`config.mk`:
```
export PLATFORM = sky130hd
export DESIGN_NAME = axis_id_rr_arbiter_flat
export DESIGN_NICKNAME = d
export VERILOG_FILES = /design/src/rtl/axis_id_rr_arbiter_if.sv /design/src/rtl/axis_id_rr_arbiter.sv /design/src/flat_wrapper.sv
export SDC_FILE = /design/constraint.sdc
export NUM_CORES = 1
export LEC_CHECK = 0
export CAP_MARGIN = 5
export CELL_PAD_IN_SITES_DETAIL_PLACEMENT = 0
export CELL_PAD_IN_SITES_GLOBAL_PLACEMENT = 1
export CORE_MARGIN = 4
export CORE_UTILIZATION = 30
export CTS_BUF_LIST = sky130_fd_sc_hd__clkbuf_4 sky130_fd_sc_hd__clkbuf_8
export CTS_CLUSTER_SIZE = 12
export DETAILED_ROUTE_END_ITERATION = 8
export HOLD_SLACK_MARGIN = 0.05
export PLACE_DENSITY_LB_ADDON = 0.1
export RECOVER_POWER = 50
export SLEW_MARGIN = 20
export SYNTH_ARGS = -nofsm -noshare
export SYNTH_HDL_FRONTEND = slang
export SYNTH_SLANG_ARGS = --single-unit
```
`constraint.sdc`:
```
create_clock -name aclk -period 3.8 [get_ports aclk]
set_clock_uncertainty 0.1 [all_clocks]
set_input_delay 0.95 -clock aclk [delete_from_list [all_inputs] [get_ports aclk]]
set_output_delay 0.95 -clock aclk [all_outputs]
set_load 0.05 [all_outputs]
```
`src/rtl/axis_id_rr_arbiter_if.sv`:
```
// Bus bundle for the packet round-robin arbiter: NUM_PORTS packed source
// streams in, one tid-stamped stream out. slave = arbiter side, master = environment side.
interface axis_id_rr_arbiter_if #(
  parameter int NUM_PORTS  = 4,
  parameter int DATA_WIDTH = 8,
  parameter int TID_WIDTH  = 2
);
  logic [NUM_PORTS*DATA_WIDTH-1:0]     s_axis_tdata;
  logic [NUM_PORTS*(DATA_WIDTH/8)-1:0] s_axis_tkeep;
  logic [NUM_PORTS-1:0]                s_axis_tlast;
  logic [NUM_PORTS-1:0]                s_axis_tvalid;
  logic [NUM_PORTS-1:0]                s_axis_tready;
  logic [DATA_WIDTH-1:0]               m_axis_tdata;
  logic [DATA_WIDTH/8-1:0]             m_axis_tkeep;
  logic [TID_WIDTH-1:0]                m_axis_tid;
  logic                                m_axis_tlast;
  logic                                m_axis_tvalid;
  logic                                m_axis_tready;

  modport slave (
    input  s_axis_tdata, s_axis_tkeep, s_axis_tlast, s_axis_tvalid, m_axis_tready,
    output s_axis_tready, m_axis_tdata, m_axis_tkeep, m_axis_tid, m_axis_tlast, m_axis_tvalid
  );
  modport master (
    output s_axis_tdata, s_axis_tkeep, s_axis_tlast, s_axis_tvalid, m_axis_tready,
    input  s_axis_tready, m_axis_tdata, m_axis_tkeep, m_axis_tid, m_axis_tlast, m_axis_tvalid
  );
endinterface

```
`src/rtl/axis_id_rr_arbiter.sv`:
```
// Packet-granular round-robin merge of NUM_PORTS AXI-Stream sources; grant is held
// until tlast is accepted and every output beat carries its source index on tid.
module axis_id_rr_arbiter #(
  parameter int NUM_PORTS  = 4,
  parameter int DATA_WIDTH = 8,
  parameter int TID_WIDTH  = 2
) (
  input logic                 aclk,
  input logic                 aresetn,
  axis_id_rr_arbiter_if.slave bus
);
  localparam int KW = DATA_WIDTH / 8;
  localparam int PW = $clog2(NUM_PORTS);

  typedef struct packed {
    logic [DATA_WIDTH-1:0] tdata;
    logic [KW-1:0]         tkeep;
    logic                  tlast;
  } beat_t;

  typedef enum logic {IDLE, BUSY} state_t;

  state_t                       r_state, w_state_nxt;
  logic [PW-1:0]                r_grant, r_ptr, w_win, w_idx;
  logic                         w_win_vld, w_busy, w_out_rdy, w_any_hs;
  logic [NUM_PORTS-1:0]         w_tready, w_hs;
  beat_t [NUM_PORTS-1:0]        w_beat_sel;
  beat_t                        w_beat, r_beat;
  logic                         r_vld;
  logic [TID_WIDTH-1:0]         r_tid;

  // Scan downward so the request closest above the pointer is assigned last and wins.
  always_comb begin
    w_win     = r_ptr;
    w_win_vld = 1'b0;
    w_idx     = '0;
    for (int k = NUM_PORTS-1; k >= 0; k--) begin
      w_idx = PW'((int'(r_ptr) + k) % NUM_PORTS);
      if (bus.s_axis_tvalid[w_idx]) begin
        w_win     = w_idx;
        w_win_vld = 1'b1;
      end
    end
  end

  always_ff @(posedge aclk or negedge aresetn) begin
    if (!aresetn) r_state <= IDLE;
    else          r_state <= w_state_nxt;
  end

  always_comb begin
    w_state_nxt = r_state;
    case (r_state)
      IDLE:    if (w_win_vld) w_state_nxt = BUSY;
      BUSY:    if (w_any_hs && w_beat.tlast) w_state_nxt = IDLE;
      default: w_state_nxt = IDLE;
    endcase
  end

  // A stalled output register blocks every source.
  always_comb begin
    w_busy    = (r_state == BUSY);
    w_out_rdy = w_busy && (!r_vld || bus.m_axis_tready);
  end

  always_ff @(posedge aclk or negedge aresetn) begin
    if (!aresetn) begin
      r_grant <= '0;
      r_ptr   <= '0;
    end else if (r_state == IDLE && w_win_vld) begin
      r_grant <= w_win;
      r_ptr   <= (w_win == PW'(NUM_PORTS-1)) ? '0 : w_win + PW'(1);
    end
  end

  for (genvar i = 0; i < NUM_PORTS; i++) begin : g_lane
    beat_t w_lane;
    assign w_lane.tdata  = bus.s_axis_tdata[i*DATA_WIDTH +: DATA_WIDTH];
    assign w_lane.tkeep  = bus.s_axis_tkeep[i*KW +: KW];
    assign w_lane.tlast  = bus.s_axis_tlast[i];
    assign w_tready[i]   = w_out_rdy && (r_grant == PW'(i));
    assign w_hs[i]       = w_tready[i] && bus.s_axis_tvalid[i];
    assign w_beat_sel[i] = (r_grant == PW'(i)) ? w_lane : '0;
  end

  always_comb begin
    w_beat = '0;
    for (int i = 0; i < NUM_PORTS; i++) w_beat = w_beat | w_beat_sel[i];
  end

  assign w_any_hs = |w_hs;

  always_ff @(posedge aclk or negedge aresetn) begin
    if (!aresetn) begin
      r_vld  <= 1'b0;
      r_beat <= '0;
      r_tid  <= '0;
    end else if (w_any_hs) begin
      r_vld  <= 1'b1;
      r_beat <= w_beat;
      r_tid  <= TID_WIDTH'(r_grant);
    end else if (bus.m_axis_tready) begin
      r_vld  <= 1'b0;
    end
  end

  assign bus.s_axis_tready = w_tready;
  assign bus.m_axis_tvalid = r_vld;
  assign bus.m_axis_tdata  = r_beat.tdata;
  assign bus.m_axis_tkeep  = r_beat.tkeep;
  assign bus.m_axis_tlast  = r_beat.tlast;
  assign bus.m_axis_tid    = r_tid;
endmodule

```
`src/flat_wrapper.sv`:
```
// flat-port wrapper written by rule: the top's interface ports become plain ports
module axis_id_rr_arbiter_flat 
#(
  parameter int NUM_PORTS  = 4,
  parameter int DATA_WIDTH = 8,
  parameter int TID_WIDTH  = 2
)
  (aclk, aresetn, bus_s_axis_tdata, bus_s_axis_tkeep, bus_s_axis_tlast, bus_s_axis_tvalid, bus_m_axis_tready, bus_s_axis_tready, bus_m_axis_tdata, bus_m_axis_tkeep, bus_m_axis_tid, bus_m_axis_tlast, bus_m_axis_tvalid);
  axis_id_rr_arbiter_if #(.NUM_PORTS(NUM_PORTS), .DATA_WIDTH(DATA_WIDTH), .TID_WIDTH(TID_WIDTH)) bus_i ();
  input logic aclk;
  input logic aresetn;
  input wire logic [$bits(bus_i.s_axis_tdata)-1:0] bus_s_axis_tdata;
  input wire logic [$bits(bus_i.s_axis_tkeep)-1:0] bus_s_axis_tkeep;
  input wire logic [$bits(bus_i.s_axis_tlast)-1:0] bus_s_axis_tlast;
  input wire logic [$bits(bus_i.s_axis_tvalid)-1:0] bus_s_axis_tvalid;
  input wire logic [$bits(bus_i.m_axis_tready)-1:0] bus_m_axis_tready;
  output wire logic [$bits(bus_i.s_axis_tready)-1:0] bus_s_axis_tready;
  output wire logic [$bits(bus_i.m_axis_tdata)-1:0] bus_m_axis_tdata;
  output wire logic [$bits(bus_i.m_axis_tkeep)-1:0] bus_m_axis_tkeep;
  output wire logic [$bits(bus_i.m_axis_tid)-1:0] bus_m_axis_tid;
  output wire logic [$bits(bus_i.m_axis_tlast)-1:0] bus_m_axis_tlast;
  output wire logic [$bits(bus_i.m_axis_tvalid)-1:0] bus_m_axis_tvalid;
  assign bus_i.s_axis_tdata = bus_s_axis_tdata;
  assign bus_i.s_axis_tkeep = bus_s_axis_tkeep;
  assign bus_i.s_axis_tlast = bus_s_axis_tlast;
  assign bus_i.s_axis_tvalid = bus_s_axis_tvalid;
  assign bus_i.m_axis_tready = bus_m_axis_tready;
  assign bus_s_axis_tready = bus_i.s_axis_tready;
  assign bus_m_axis_tdata = bus_i.m_axis_tdata;
  assign bus_m_axis_tkeep = bus_i.m_axis_tkeep;
  assign bus_m_axis_tid = bus_i.m_axis_tid;
  assign bus_m_axis_tlast = bus_i.m_axis_tlast;
  assign bus_m_axis_tvalid = bus_i.m_axis_tvalid;
  axis_id_rr_arbiter #(.NUM_PORTS(NUM_PORTS), .DATA_WIDTH(DATA_WIDTH), .TID_WIDTH(TID_WIDTH)) u_core (.aclk(aclk), .aresetn(aresetn), .bus(bus_i));
endmodule
```
---- Word level (Yosys, flattened, before mapping) ----
Index checks and enable logic that the tools add are counted.
word-level totals
  bits in registers ....................... 18
  bits in latches ......................... 0
  bits in writable memories ............... 0
  bits in read-only memories .............. 0
  input bits .............................. 47
  output and inout port bits .............. 17
  logic and storage cells ................. 66
  memories ................................ 0
operators by class
  add/sub/neg operators ................... 4
  $mul .................................... 0
  divide/modulo/power cells ............... 0
  magnitude comparators ................... 4
  equality and inequality tests ........... 4
  shift operators ......................... 0
  multiplexer cells ....................... 26
  bitwise gates (word level) .............. 4
  reductions and logical operators ........ 16
operator list
  operator                                                                number
  10-bit 2-to-1 mux                                                       4
  10-bit bitwise OR                                                       3
  2-bit by 3-bit < comparator with 1-bit output (second input constant)   4
  1-bit 2-to-1 mux                                                        12
  1-bit logical AND                                                       11
  2-bit 2-to-1 mux                                                        5
  1-bit binary-select mux with 2-bit select                               4
  2-bit equality test (second input constant)                             3
  2-bit by 1-bit adder with 2-bit output (second input constant)          2
  2-bit adder (second input constant)                                     2
  4-bit OR reduction                                                      1
  2-bit by 1-bit equality test with 1-bit output (second input constant)  1
  2-bit logical NOT                                                       1
  1-bit one-hot mux with 2 select lines                                   1
  2-bit nonzero test                                                      1
  1-bit logical NOT                                                       1
  1-bit logical OR                                                        1
  1-bit inverter                                                          1

---- Logic depth before layout (Yosys ltp) ----
  depth in word-level cells ............... 9
  mapped depth ............................ 6
  mapped depth without buffers ............ 4

---- Worst setup path after synthesis ----
OpenSTA, ideal clock, no wires.
  kind .................................... input to output
  from .................................... input bus_m_axis_tready
  to ...................................... output bus_s_axis_tready[0]
  arrival ................................. 2.275 ns
  data required time ...................... 2.750 ns
  path slack .............................. 0.475 ns
  stages on the path ...................... 3
  buffers on the path ..................... 0
  path through ............................ nand2b_1 > nand2_1 > nor3_1
between the ends
  longest elaborated chain between the ends .. 3
ends and longest elaborated chain
  element            RTL line                  RTL
  start, declared    flat_wrapper.sv:16        input wire logic [$bits(bus_i.m_axis_tready)-1:0] bus_m_axis_tready;
  1-bit logical OR   axis_id_rr_arbiter.sv:63  w_out_rdy = w_busy && (!r_vld || bus.m_axis_tready);
  1-bit logical AND  axis_id_rr_arbiter.sv:63
  1-bit logical AND  axis_id_rr_arbiter.sv:81  assign w_tready[i] = w_out_rdy && (r_grant == PW'(i));
  end, declared      flat_wrapper.sv:17        output wire logic [$bits(bus_i.s_axis_tready)-1:0] bus_s_axis_tready;
No other way between the ends.

---- Worst setup path in the final report ----
  from .................................... input bus_m_axis_tready
  to ...................................... output bus_s_axis_tready[2]
The elaborated chain is that of the path after synthesis.

==> reports/metrics.csv <==
metric,value,unit
clk_pin_slew_worst_paths,70,ps
routedWlPerCell,15.4,um
drv_cap,0,
yosys_register_bits,18,
final-setup-viol-count,0,
fp.dieH,69.2,um
globalRoute.totalOverflow,0,
antenna_cells,0,
holdCritStartpoint,u_core.bus.m_axis_tlast,
drt-initial-drc-count,18,
reg2reg_slack,1120,ps
cts_root_buf,clkbuf_8,
std_cell_rows,21,
initial_utilization,0.324,
synth_xor_area_frac,0,
grt_max_degree,19,
fin_crit_sh,0.861,
die_w,69.2,um
dieArea,0.00478,mm^2
status,"finished, final reports clean",
grt_usage,0.131,
critPathArrivalTime,2220,ps
rsz0062_at_grt,no,
min_period,3270,ps
wirelength,3020,um
synth_top_family_by_area,multiplexers,
worst_pin_slew,857,ps
grt_pass1_vias,1068,
placed_area,0.00182,mm^2
power_density,854,mW/mm^2
hold_path_depth,2,
total_power,0.00159,W
synthTopCellsByArea,"dfrtp_1, mux4_2, mux2_4, mux2_2, nand2_1",
yosys.area.top_type,dfrtp_1,
cts.sinks,18,
place_congestion,0.769,
synth_area,0.00112,mm^2
insertion_delay,260,ps
hp-class,flip-flop to flip-flop,
grt_pass1_wl,5110,um
ir_worst_vdd,0.478,mV
rr_worst_depth,3,
endpoint_kind,output pin,
core_area,0.00347,mm^2
cts_buffers,3,
cts_resized,0,
drive_gt1_frac,0.193,
slew_headroom,0.427,
postSynthAreaPerCell,12.9,um^2
antenna_found_initial,0,
muxShareOfSynthArea,0.359,
drtAntennaViolNets,0,
synth-simple-area-share,0.116,
io_pins,64,
drv_slew,0,
synth_fa_ha_area_frac,0,
synth_compound_gate_area_share,0.0858,
ys_seq_area_frac,0.401,
start_kind,input pin,
r2r_end,u_core.bus.m_axis_tdata[1],
dp_hpwl,2360,um
dr.pass1.iters,4,
crit_fanout,5,
holdPathEnd,u_core.bus.m_axis_tlast,
vias_per_cell,4.96,
cts_tree,yes,
hold_buffers,0,
synth_common_cells,"dfrtp_1, mux4_2, nand2_1, mux2_4, nor2_1",
synth_top_area_frac,0.401,
yosysMostFrequentCell,dfrtp_1,
ys_warn_count,0,
fmax,306,MHz
netlist_instances,87,
design_area,0.00187,mm^2
synth_edf_count,0,
crit_type,input pin to output pin,
drcViolationCount,0,
p_leak,0.751,nW
async_flop_share,1.00,
cp.required,2750,ps
r2r-start,u_core.r_grant[0],
synth-main-ff-cell,dfrtp_1,
cts_setup_buffers,0,
portBuffers,63,
finalSetupTns,0,ps
fillers,322,
hold_viol_final,0,
syn-num-nets,134,
synth.distinct_cells,31,
area.growth.synth_to_final,66.2,%
htreeDepth,1,
num_vias,973,
fin_nets,198,
clk_path_buf_depth,2,
[through the flow]
stage	cells	setup WS, ps	hold slack [ps]	utilization
floorplan	87	475	432	-
finish	196	528	380	0.538
CTS	196	490	384	0.539
global route	196	428	391	0.538
detailed placement	192	519	365	0.523
global placement	192	522	364	0.523
[flip-flops by register name, summed over array words and instances, names as in the netlist]
signal / cells
u_core.r_state: 1
u_core.bus.m_axis_tlast: 1
u_core.r_grant: 2
u_core.bus.m_axis_tkeep: 1
u_core.r_ptr: 2
u_core.bus.m_axis_tdata: 8
u_core.bus.m_axis_tid: 2
u_core.bus.m_axis_tvalid: 1
[report_power, final]
group / switching (W) / internal, W
Combinational: 0.000526 / 0.000492
Clock: 0.0000700 / 0.0000922
Sequential: 0.000124 / 0.000290
[cell type report]
| cell class | count | area (um^2) | area share |
|---|---|---|---|
| clock buffers | 4 | 55.1 | 0.0295 |
| inverters | 2 | 7.51 | 0.00402 |
| multi-input cells | 63 | 624 | 0.335 |
| flip-flops and latches | 18 | 450 | 0.241 |
| well taps | 46 | 57.6 | 0.0309 |
| repair buffers | 63 | 671 | 0.359 |
[worst max-delay path: stages]
cell	delay, ps
clkdlybuf4s50_1	450
nand2b_1	210
nand2_1	120
nor3_1	310
buf_12	190
[kinds of logic (layout without fill, tap and decap cells)]
kind of cell / after synthesis / after routing
and+or+nand+nor: 26 / 26
muxes: 23 / 23
DFF: 18 / 18
AOI/OAI and AO/OA: 14 / 14
buffers and inverters: 6 / 69
[placed cells by master, fill, tap and decap left out]
cell and instances:
a21oi_1 3, mux2_4 6, nand3_1 2, mux2_2 4, a211o_1 1, a21o_1 2, o22ai_1 1, dlygate4sd3_1 4
nor3_1 2, nand4_1 1, buf_12 4, mux2i_1 2, dfrtp_1 18, o21ai_0 1, clkdlybuf4s50_1 55, clkbuf_8 4
a311oi_1 1, nor2_1 6, nor2b_1 2, o21ai_1 1, inv_1 2, o31ai_1 1, a311o_1 1, a31oi_1 1
nand2_1 7, mux4_2 11, o2111ai_1 1, and3_1 1, or2_0 1, nand2b_1 4
[worst max path at each step]
| stage | cells past startpoint | to | from |
|---|---|---|---|
| floorplan | 3 | bus_s_axis_tready[0] | bus_m_axis_tready |
| global placement | 5 | bus_s_axis_tready[2] | bus_m_axis_tready |
| detailed placement | 5 | bus_s_axis_tready[0] | bus_m_axis_tready |
| CTS | 5 | bus_s_axis_tready[2] | bus_m_axis_tready |
| global route | 5 | bus_s_axis_tready[2] | bus_m_axis_tready |
| finish | 5 | bus_s_axis_tready[2] | bus_m_axis_tready |
[per-layer routing]
metal | track usage | vias up | wire, um
met5 | 0 | - | 0
met1 | 0.147 | 486 | 1200
met2 | 0.240 | 29 | 1660
met4 | 0.0217 | 0 | 0
met3 | 0.0480 | 0 | 163
li1 | - | 458 | -
(Power assumes the default switching activity.)
